[config.mk]
export PLATFORM = sky130hd
export DESIGN_NAME = load_store_unit
export DESIGN_NICKNAME = d
export VERILOG_FILES = /design/src/rtl/load_store_unit.sv
export SDC_FILE = /design/constraint.sdc
export NUM_CORES = 1
export LEC_CHECK = 0
export CAP_MARGIN = 20
export CORE_MARGIN = 10
export CORE_UTILIZATION = 43
export CTS_BUF_LIST = sky130_fd_sc_hd__clkbuf_4 sky130_fd_sc_hd__clkbuf_8 sky130_fd_sc_hd__clkbuf_16
export DETAILED_ROUTE_END_ITERATION = 7
export PLACE_DENSITY = 0.85
export SLEW_MARGIN = 20
export SYNTH_ARGS = -nofsm -noshare
export SYNTH_HDL_FRONTEND = slang
export SYNTH_SLANG_ARGS = --single-unit
[constraint.sdc]
create_clock -name clk -period 3.53 [get_ports clk]
set_input_delay 0.5295 -clock clk [delete_from_list [all_inputs] [get_ports clk]]
set_output_delay 0.5295 -clock clk [all_outputs]
set_load 0.1 [all_outputs]
[src/rtl/load_store_unit.sv]
// Load/store unit: one outstanding data-memory access at a time.
// Formats byte/half/word stores and extracts/extends load data.
module load_store_unit #(
  parameter int ADDR_W    = 32,
  parameter int MEM_LAT   = 1,
  parameter bit BYTE_SWAP = 1'b1
) (
  input  logic              clk,
  input  logic              rstn,
  input  logic              req_valid,
  output logic              req_ready,
  input  logic              req_store,
  input  logic [1:0]        req_size,
  input  logic              req_unsigned,
  input  logic [ADDR_W-1:0] req_addr,
  input  logic [31:0]       req_wdata,
  output logic              resp_valid,
  input  logic              resp_ready,
  output logic [31:0]       resp_rdata,
  output logic [1:0]        resp_err,
  output logic              mem_en,
  output logic [ADDR_W-1:0] mem_addr,
  output logic [3:0]        mem_we,
  output logic [31:0]       mem_din,
  input  logic [31:0]       mem_dout
);

  typedef enum logic [1:0] {
    S_IDLE,
    S_ACCESS,
    S_WAIT,
    S_RESP
  } state_e;

  state_e      state_q;
  logic        store_q;
  logic        uns_q;
  logic [1:0]  size_q;
  logic [1:0]  off_q;
  logic [3:0]  cnt_q;

  logic        mis_d;
  logic [3:0]  lmask_d;
  logic [3:0]  pmask_d;
  logic [31:0] ldata_d;
  logic [31:0] pdata_d;
  logic [31:0] lrd_d;
  logic [7:0]  rb_d;
  logic [15:0] rh_d;
  logic [31:0] ext_d;

  function automatic logic [31:0] bswap(input logic [31:0] d);
    return {d[7:0], d[15:8], d[23:16], d[31:24]};
  endfunction

  assign req_ready = (state_q == S_IDLE);

  // Alignment check and physical store lanes/data from the live request.
  always_comb begin
    mis_d = ((req_size == 2'd1) && req_addr[0]) ||
            ((req_size == 2'd2) && (req_addr[1:0] != 2'b00));
    lmask_d = 4'b1111;
    ldata_d = req_wdata;
    case (req_size)
      2'd0: begin
        lmask_d = 4'b0001 << req_addr[1:0];
        ldata_d = {4{req_wdata[7:0]}};
      end
      2'd1: begin
        lmask_d = 4'b0011 << {req_addr[1], 1'b0};
        ldata_d = {2{req_wdata[15:0]}};
      end
      default: ;
    endcase
    pmask_d = BYTE_SWAP ?
      {lmask_d[0], lmask_d[1], lmask_d[2], lmask_d[3]} : lmask_d;
    pdata_d = BYTE_SWAP ? bswap(ldata_d) : ldata_d;
  end

  // Logical view of read data, lane select and sign/zero extension.
  always_comb begin
    lrd_d = BYTE_SWAP ? bswap(mem_dout) : mem_dout;
    rb_d  = lrd_d[{off_q, 3'b000} +: 8];
    rh_d  = off_q[1] ? lrd_d[31:16] : lrd_d[15:0];
    case (size_q)
      2'd0:    ext_d = uns_q ? {24'b0, rb_d} : {{24{rb_d[7]}}, rb_d};
      2'd1:    ext_d = uns_q ? {16'b0, rh_d} : {{16{rh_d[15]}}, rh_d};
      default: ext_d = lrd_d;
    endcase
  end

  // Request FSM with registered memory strobes and response outputs.
  always_ff @(posedge clk) begin
    if (!rstn) begin
      state_q    <= S_IDLE;
      store_q    <= 1'b0;
      uns_q      <= 1'b0;
      size_q     <= 2'd0;
      off_q      <= 2'd0;
      cnt_q      <= 4'd0;
      mem_en     <= 1'b0;
      mem_we     <= 4'b0000;
      mem_addr   <= '0;
      mem_din    <= '0;
      resp_valid <= 1'b0;
      resp_rdata <= '0;
      resp_err   <= 2'd0;
    end else begin
      mem_en <= 1'b0;
      mem_we <= 4'b0000;
      unique case (state_q)
        S_IDLE: if (req_valid) begin
          store_q    <= req_store;
          uns_q      <= req_unsigned;
          size_q     <= req_size;
          off_q      <= req_addr[1:0];
          resp_rdata <= '0;
          if (req_size == 2'd3) begin
            state_q    <= S_RESP;
            resp_valid <= 1'b1;
            resp_err   <= 2'd2;
          end else if (mis_d) begin
            state_q    <= S_RESP;
            resp_valid <= 1'b1;
            resp_err   <= 2'd1;
          end else begin
            state_q  <= S_ACCESS;
            mem_en   <= 1'b1;
            mem_addr <= {req_addr[ADDR_W-1:2], 2'b00};
            mem_we   <= req_store ? pmask_d : 4'b0000;
            mem_din  <= pdata_d;
          end
        end
        S_ACCESS: begin
          state_q <= S_WAIT;
          cnt_q   <= 4'(MEM_LAT);
        end
        S_WAIT: begin
          cnt_q <= cnt_q - 4'd1;
          if (cnt_q == 4'd1) begin
            state_q    <= S_RESP;
            resp_valid <= 1'b1;
            resp_err   <= 2'd0;
            resp_rdata <= store_q ? 32'd0 : ext_d;
          end
        end
        S_RESP: if (resp_ready) begin
          state_q    <= S_IDLE;
          resp_valid <= 1'b0;
        end
      endcase
    end
  end

endmodule

# Word level (Yosys, flattened, before mapping)
# Index checks and enable logic that the tools add are counted.
# op_classes
n_addsub	1
n_eq_ne	12
n_shift	3
n_mux	29
n_bitwise	6
n_reduce_logical	18
# ops
op	n
$pmux 32 s2	3
$mux 32	5
$shiftx 32x6->8	1
$mux 2	9
$mux 16	1
$pmux 4 s2	2
$eq 2x2->1 const B	4
$pmux 2 s4	1
$reduce_and 4->1	2
$eq 2x1->1 const B	3
$logic_not 2->1	3
$mux 1	6
$ne 2x2->1 const B	3
$not 1->1	6
$reduce_and 3->1	2
$reduce_bool 2->1	3
$reduce_or 6->1	1
$reduce_and 5->1	1
$eq 4x1->1 const B	1
$pmux 2 s2	1
$reduce_or 4->1	1
$shl 1x2->4 const A	1
$shl 2x2->4 const A	1
$sub 4x1->4 const B	1
other kinds (6)	7
# word_totals
regBits	114
in_bits	104
output_inout_bits	105
word_cells	82

# Logic depth before layout (Yosys ltp)
# Gate-level depths: netlist of run 1.
# depth
depth_word	7
mapped_depth	9
depth_no_buf	6

# Worst setup path before layout of run 1
# No wires, ideal clock.
# synth_path
kind	reg2reg
startpoint	register state_q[0]
endpoint	register resp_rdata[22]
setup_time_ps	123
arrival_ps	2499
t_required_ps	3407
setup_slack_ps	909
path_stages_with_launch	10
path_buffers	3
synth_period_minus_slack_ps	2621
cell_sequence	dfxtp_1 inv_1 ha_1 buf_6 nor2b_4 nor4b_4 and2_1 clkbuf_2 buf_2 a221o_2
# synth_between
elab_chain_len	3
word_cells_on_any_way	7
# synth_rtl
item	line	text
from (decl)	35	state_e state_q;
from (signal assigned)	95	state_q <= S_IDLE;
from (signal assigned)	119	state_q <= S_RESP;
from (signal assigned)	123	state_q <= S_RESP;
$logic_not 2->1 *	n/a	
named net req_ready	11	output logic req_ready,
$ne 2x2->1 (no line) / $reduce_bool 2->1 (equally long branches)	n/a	
$reduce_and 3->1 (no line)	n/a	
to (signal assigned)	144	resp_rdata <= store_q ? 32'd0 : ext_d;
to (decl)	19	output logic [31:0] resp_rdata,
# The timed path passes the listed nets; every way through them passes the cells marked *.
# A chain may end at the register's enable or synchronous reset.

# Final worst setup path of run 1
# layout_path
startpoint	register state_q[0]
endpoint	register resp_rdata[26]
# layout_between
elab_chain_len	3
word_cells_on_any_way	7
# layout_rtl
item	line	text
$eq 2x2->1 / $logic_not 2->1 (equally long branches)	111	unique case (state_q)
$ne 2x2->1 (no line) / $reduce_bool 2->1 (equally long branches)	n/a	
$reduce_and 3->1 (no line)	n/a	
# Parallel ways exist; a longest one is shown, timed or not.

==> results of run 1 <==
-- worst register-to-register path, delay by kind of cell, from the launching register on --
family                   cells  cell delay, ns
AND/OR/NAND/NOR              3            1.15
buffers and inverters        2            0.36
adder cells (fa/ha/maj)      1            0.35
AO/OA/AOI/OAI                1            0.25
flip-flops                   1            0.38
-- power groups by stage --
stage / Sequential, mW / Combinational [mW] / Clock [mW]
floorplan: 2.42 / 0.843 / 0
global placement: 1.59 / 2.16 / 0
detailed placement: 1.60 / 2.21 / 0
CTS: 1.58 / 2.23 / 1.69
global route: 1.60 / 2.34 / 1.75
finish: 1.58 / 2.23 / 1.67
-- path summary, 6_finish.rpt --
kind	slack [ns]	start	endpoint
worst max register to register	0.99	state_q[0]	resp_rdata[26]
worst min register to register	0.45	mem_addr[22]	mem_addr[22]
worst max-delay path	0.99	state_q[0]	resp_rdata[26]
worst min-delay path	0.45	mem_addr[22]	mem_addr[22]
-- synthesized netlist by cell type, types with 6 or more instances --
cell type	instances
nand2_1	130
nor2_1	28
o2bb2ai_1	7
mux2i_1	20
or3_1	9
clkbuf_1	26
a211o_1	6
o211ai_1	8
buf_2	8
a32o_1	8
a221o_1	6
o21ai_0	22
dfxtp_1	114
nand3_1	8
inv_1	11
ha_1	7
a311oi_1	8
a21oi_1	65
a211oi_1	10
and3b_1	6
mux2_2	9
a221o_2	10
nand2b_1	9
-- logic make-up (layout without fill, tap and decap cells) --
kind of cell / count (synthesis) / after routing / synth area share, %
other cells: 1 / 2 / 0.07446
buf+inv: 58 / 257 / 5.441
flops: 114 / 114 / 45.32
simple gates: 203 / 203 / 18.63
mux: 30 / 30 / 6.435
fa+ha+maj: 7 / 7 / 1.739
compound gates: 165 / 165 / 22.36
-- routing by layer --
layer	global-route usage [%]	vias to the layer above	part of all wire (%)	routed length, um
met4	8.411	0	2.7	481
met2	34.91	228	49	8767
met1	21.61	2435	38	6687
met5	0	-	0	0
li1	-	2412	-	-
met3	9.677	40	10	1802
-- flip-flops by register name, summed over array words and instances, names as in the netlist, 4 cells and up --
register,cells
resp_rdata,32
mem_addr,30
mem_din,32
mem_we,4
cnt_q,4
-- stage by stage --
step / std cells / hold WS [ns] / util [%] / total power, mW / instance area, um^2
2_1_floorplan: 579 / 0.4318 / - / 3.267 / 5040
3_3_place_gp: 889 / 0.4411 / 62.13 / 3.754 / 7124
3_5_place_dp: 889 / 0.4481 / 62.13 / 3.812 / 7124
4_1_cts: 921 / 0.4553 / 67.18 / 5.498 / 7704
5_1_grt: 921 / 0.4709 / 67.18 / 5.689 / 7704
6_report: 921 / 0.4508 / 67.18 / 5.478 / 7704
-- layout make-up --
| class | count | area [um^2] | area share (%) |
|---|---|---|---|
| multi-input combinational | 407 | 2494 | 32.37 |
| clock buffer | 20 | 466.7 | 6.058 |
| clock inverter | 12 | 112.6 | 1.462 |
| sequential | 114 | 2282 | 29.62 |
| timing repair buffer | 213 | 2125 | 27.58 |
| inverter | 12 | 45.04 | 0.5847 |
| tap | 143 | 178.9 | 2.323 |
==> results.toml, run 1 <==
[power_and_ir_drop]
combPwrFrac_pct = 40.7
p_sw_share_pct = 42.27
p_int_mw = 3.162
power.leakage_nw = 2.830
powerDensity_mw_per_mm2 = 711.0
pwr-share-clk_pct = 30.5
switchingPower_mw = 2.315
seqPwrFrac_pct = 28.8
ir_drop_mv = 0.7722

[timing]
fin_crit_sh_pct = 71.88
worst_slew_pin_slew_ns = 1.030
fin_crit_ns = 2.537
finalClockSkew_ns = 0.004924
max_slew_margin_pct = 31.09
finalHoldViolCount = 0
maxClockFrequency_mhz = 394.1
fin_ws_ns = 0.9928
rsz0062_at_grt = "no"
slew_viol_final = 0
setup_tns_ns = 0
finalSetupViolCount = 0

[critical_path]
worstSetupEndpointType = "flip-flop"
cpMaxStageDelayCell = "nor4b_4"
cp_max_fo = 18
crit_chain = "inv_1 > ha_1 > nor2b_4 > nor4b_4 > buf_4 > nor4b_4 > a221o_2"
crit_buf_inv = 2
crit_top_cell = "nor4b_4"
path_class = "reg -> reg"
cp_top_family = "simple AND/OR/NAND/NOR gates"
arrival_ns = 2.89
crit_required_ns = 3.89
reg2reg_depth = 7
cpPeakStageDelay_ns = 0.69
cp-start-kind = "flip-flop"
cp.depth = 7

[floorplan]
dieArea_mm2 = 0.01644
pin_count = 209
core-area_mm2 = 0.01147
start_util_pct = 43.92
die_y_um = 128.2
die_w_um = 128.2
rows = 39

[clock_network]
htreeDepth = 4
clk-insertion-delay-late_ns = 0.42
cts_hold_buf = 0
root_buffer = "clkbuf_16"
clkTransAtPathRegs_ns = 0.05
cts_buffers = 17
clkSinkCount = 114
cts_tree = "built"
cts_resized = 0
postCtsSetupBuffers = 0
clockBufferDepth = 2

[routing]
vias_per_cell = 5.554
vias = 5115
drc = 0
routed_wl_mm = 17.74
first_pass_iters = 5
wl_per_cell_um = 19.26
first_iter_violations = 417
ant_nets = 0

[logic_synthesis]
async_flop_share_pct = 0
synth_cells = 578
synth_top_area_share_pct = 45.32
ys_types = 51
ys_ff_latch = 114
syn_area_mm2 = 0.005036
ys.flop_type = "dfxtp_1"
synth_edf_count = 0
ys_warn_count = 0
yosys-top-cells-area = "dfxtp_1, nand2_1, a21oi_1"
synth_top_cell_by_area = "dfxtp_1"
synth.avg_cell_area_um2 = 8.713
yosysSeqAreaShare_pct = 45.32

[placement]
hpwl_mm = 12.89
port_buffers = 206
gp_congestion = 0.8698
pre_cts_ws_ns = 0.7207

[grt]
grt_use_total_pct = 20.64
grt_max_degree = 74
grt_pass1_wl_mm = 27.16
grt_pass1_vias = 5121
grt_overflow = 0
antenna_found_initial = 0

[cells_and_area]
final_cell_mix = "clkdlybuf4s50_1, nand2_1, dfxtp_1"
num_antenna_cells = 0
fin_nets = 876
n_fill_cell = 879
layout-drive-gt1-share_pct = 9.254
final_common_cell = "clkdlybuf4s50_1"
area_growth_pct = 52.97

[min_path]
min_path_cells = 2
hold_class = "reg -> reg"

[status]
status = "complete, no violations"

[run]
max-cap-violations = 0
Power figures use the tool's default switching activity.
==> inputs of run 2 (changes only) <==
==> constraint.sdc (replaced) <==
create_clock -name clk -period 2.6 [get_ports clk]
set_input_delay 0.39 -clock clk [delete_from_list [all_inputs] [get_ports clk]]
set_output_delay 0.39 -clock clk [all_outputs]
set_load 0.1 [all_outputs]
==> run 2 against run 1 <==
  * Cell area down 3.0%
  * Clock power up 31%
  * Fmax increased by 17%
  * Sequential cell count stayed put
  * First-iteration DRC count is 8.6% lower
  * Power is 33% higher
  * Clock skew is 0.0029 ns higher
  * Sequential power up 35%
  * Combinational power increased by 33%
  * Clock-buffer cell count rose by 4
  * Die area unchanged
  * Non-clock buffer count increased by 5
==> results.toml, run 2 (same netlist as run 1, synthesis figures left out) <==
[timing]
maxClockFrequency_mhz = 461.1
holdWs_ns = 0.4559
finalClockSkew_ns = 0.007832
finalSetupViolCount = 0
max_slew_margin_pct = 44.21
rsz0062_at_grt = "no"
fin_crit_ns = 2.169
worst_slew_pin_slew_ns = 0.8356
fin_crit_sh_pct = 83.41
fin_ws_ns = 0.4313
setup_tns_ns = 0
finalHoldViolCount = 0
slew_viol_final = 0

[routing]
drc = 0
wl_met2_mm = 8.289
dr_wl_met3_mm = 1.633
first_iter_violations = 381
ant_nets = 0
dr.max_layer_used = "met4"
vias = 5052
first_pass_iters = 5
routed_wl_mm = 16.91
wl_met1_mm = 6.634
wl_per_cell_um = 18.30
vias_per_cell = 5.468

[critical_path]
endpoint = "resp_rdata[29]"
worstSetupEndpointType = "flip-flop"
cp-start-kind = "flip-flop"
r2r_slack_ns = 0.43
startpoint = "state_q[0]"
r2r_start = "state_q[0]"
timing.rr.end = "resp_rdata[29]"
cpMaxStageDelayCell = "and2_1"
cp_max_fo = 16
crit_buf_inv = 1
cpPeakStageDelay_ns = 0.51
cp_top_family = "simple AND/OR/NAND/NOR gates"
path_class = "reg -> reg"
crit_chain = "inv_1 > ha_1 > nand4bb_2 > nor4b_4 > and2_1 > a221o_2"
reg2reg_depth = 6
cp.depth = 6
crit_required_ns = 2.95
arrival_ns = 2.52

[floorplan]
rows = 39
die_w_um = 128.2
pin_count = 209
dieArea_mm2 = 0.01644
die_y_um = 128.2
start_util_pct = 43.92
core-area_mm2 = 0.01147

[clock_network]
cts_buffers = 17
clk-insertion-delay-late_ns = 0.41
clkSinkCount = 114
cts_tree = "built"
clockBufferDepth = 2
postCtsSetupBuffers = 0
cts_hold_buf = 0
cts_resized = 0
root_buffer = "clkbuf_16"
clkTransAtPathRegs_ns = 0.05
htreeDepth = 4

[cells_and_area]
reg_top3 = "mem_din x32, resp_rdata x32, mem_addr x30"
final_cell_mix = "nand2_1, dfxtp_1, buf_4"
area_growth_pct = 48.37
final_common_cell = "nand2_1"
layout-drive-gt1-share_pct = 22.79
fin_nets = 881
num_antenna_cells = 0
final_cells = 924

[run]
max-cap-violations = 0

[grt]
grt_max_degree = 79
grt_pass1_vias = 5218
grt_use_total_pct = 20.22
grt_pass1_wl_mm = 26.99
antenna_found_initial = 0
grt_overflow = 0

[power_and_ir_drop]
powerDensity_mw_per_mm2 = 977.3
power.leakage_nw = 3.045
ir_drop_mv = 0.8745

[placement]
hpwl_mm = 12.53
pre_cts_ws_ns = 0.1689
dp_cells = 894
gp_congestion = 0.8470
port_buffers = 206

[min_path]
hold_class = "reg -> reg"

[status]
status = "complete, no violations"
-- run 2: metal layers --
metal / GRT usage, % / vias up
li1: - / 2430
met1: 21.59 / 2372
met2: 33.98 / 223
met3: 9.264 / 27
met4: 7.947 / 0
met5: 0 / -
-- run 2: stage by stage --
step / util, % / total power, mW / cell area [um^2]
finish: 65.16 / 7.303 / 7472
global route: 65.16 / 7.626 / 7472
CTS: 65.12 / 7.332 / 7467
detailed placement: 60.25 / 5.129 / 6909
global placement: 60.25 / 5.048 / 6909
floorplan: - / 4.444 / 5042
-- run 2: final cells by class --
| class | instances | area [um^2] |
|---|---|---|
| multi-input cells | 407 | 2501 |
| flip-flops and latches | 114 | 2282 |
| clock inverters | 6 | 55.05 |
| repair buffers | 218 | 1907 |
| clock buffers | 24 | 503.0 |
| well taps | 143 | 178.9 |
| fillers | 900 | 3995 |
| inverters | 12 | 45.04 |
-- run 2: how the worst min path moves through the flow --
stage / startpoint / end / slack (ns) / cells after the start
after CTS: mem_din[31] / mem_din[31] / 0.46 / 2
after detailed placement: mem_addr[24] / mem_addr[24] / 0.45 / 2
after floorplan: store_q / store_q / 0.43 / 2
final: mem_din[31] / mem_din[31] / 0.46 / 2
after global routing: mem_din[28] / mem_din[28] / 0.48 / 2
after global placement: mem_addr[18] / mem_addr[18] / 0.44 / 2
-- run 2: tightest hold or removal path, stage by stage (launching register included) --
cell and delay (ns):
dfxtp_1 0.30, nand2_1 0.05, a21oi_1 0.05
-- run 2: power breakdown --
group | leakage, nW | total [mW] | switching (mW) | internal [mW]
registers | 0.926 | 2.14 | 0.175 | 1.97
clock network | 0.286 | 2.19 | 0.762 | 1.42
logic | 1.83 | 2.97 | 2.16 | 0.814
total | 3.05 | 7.30 | 3.10 | 4.21
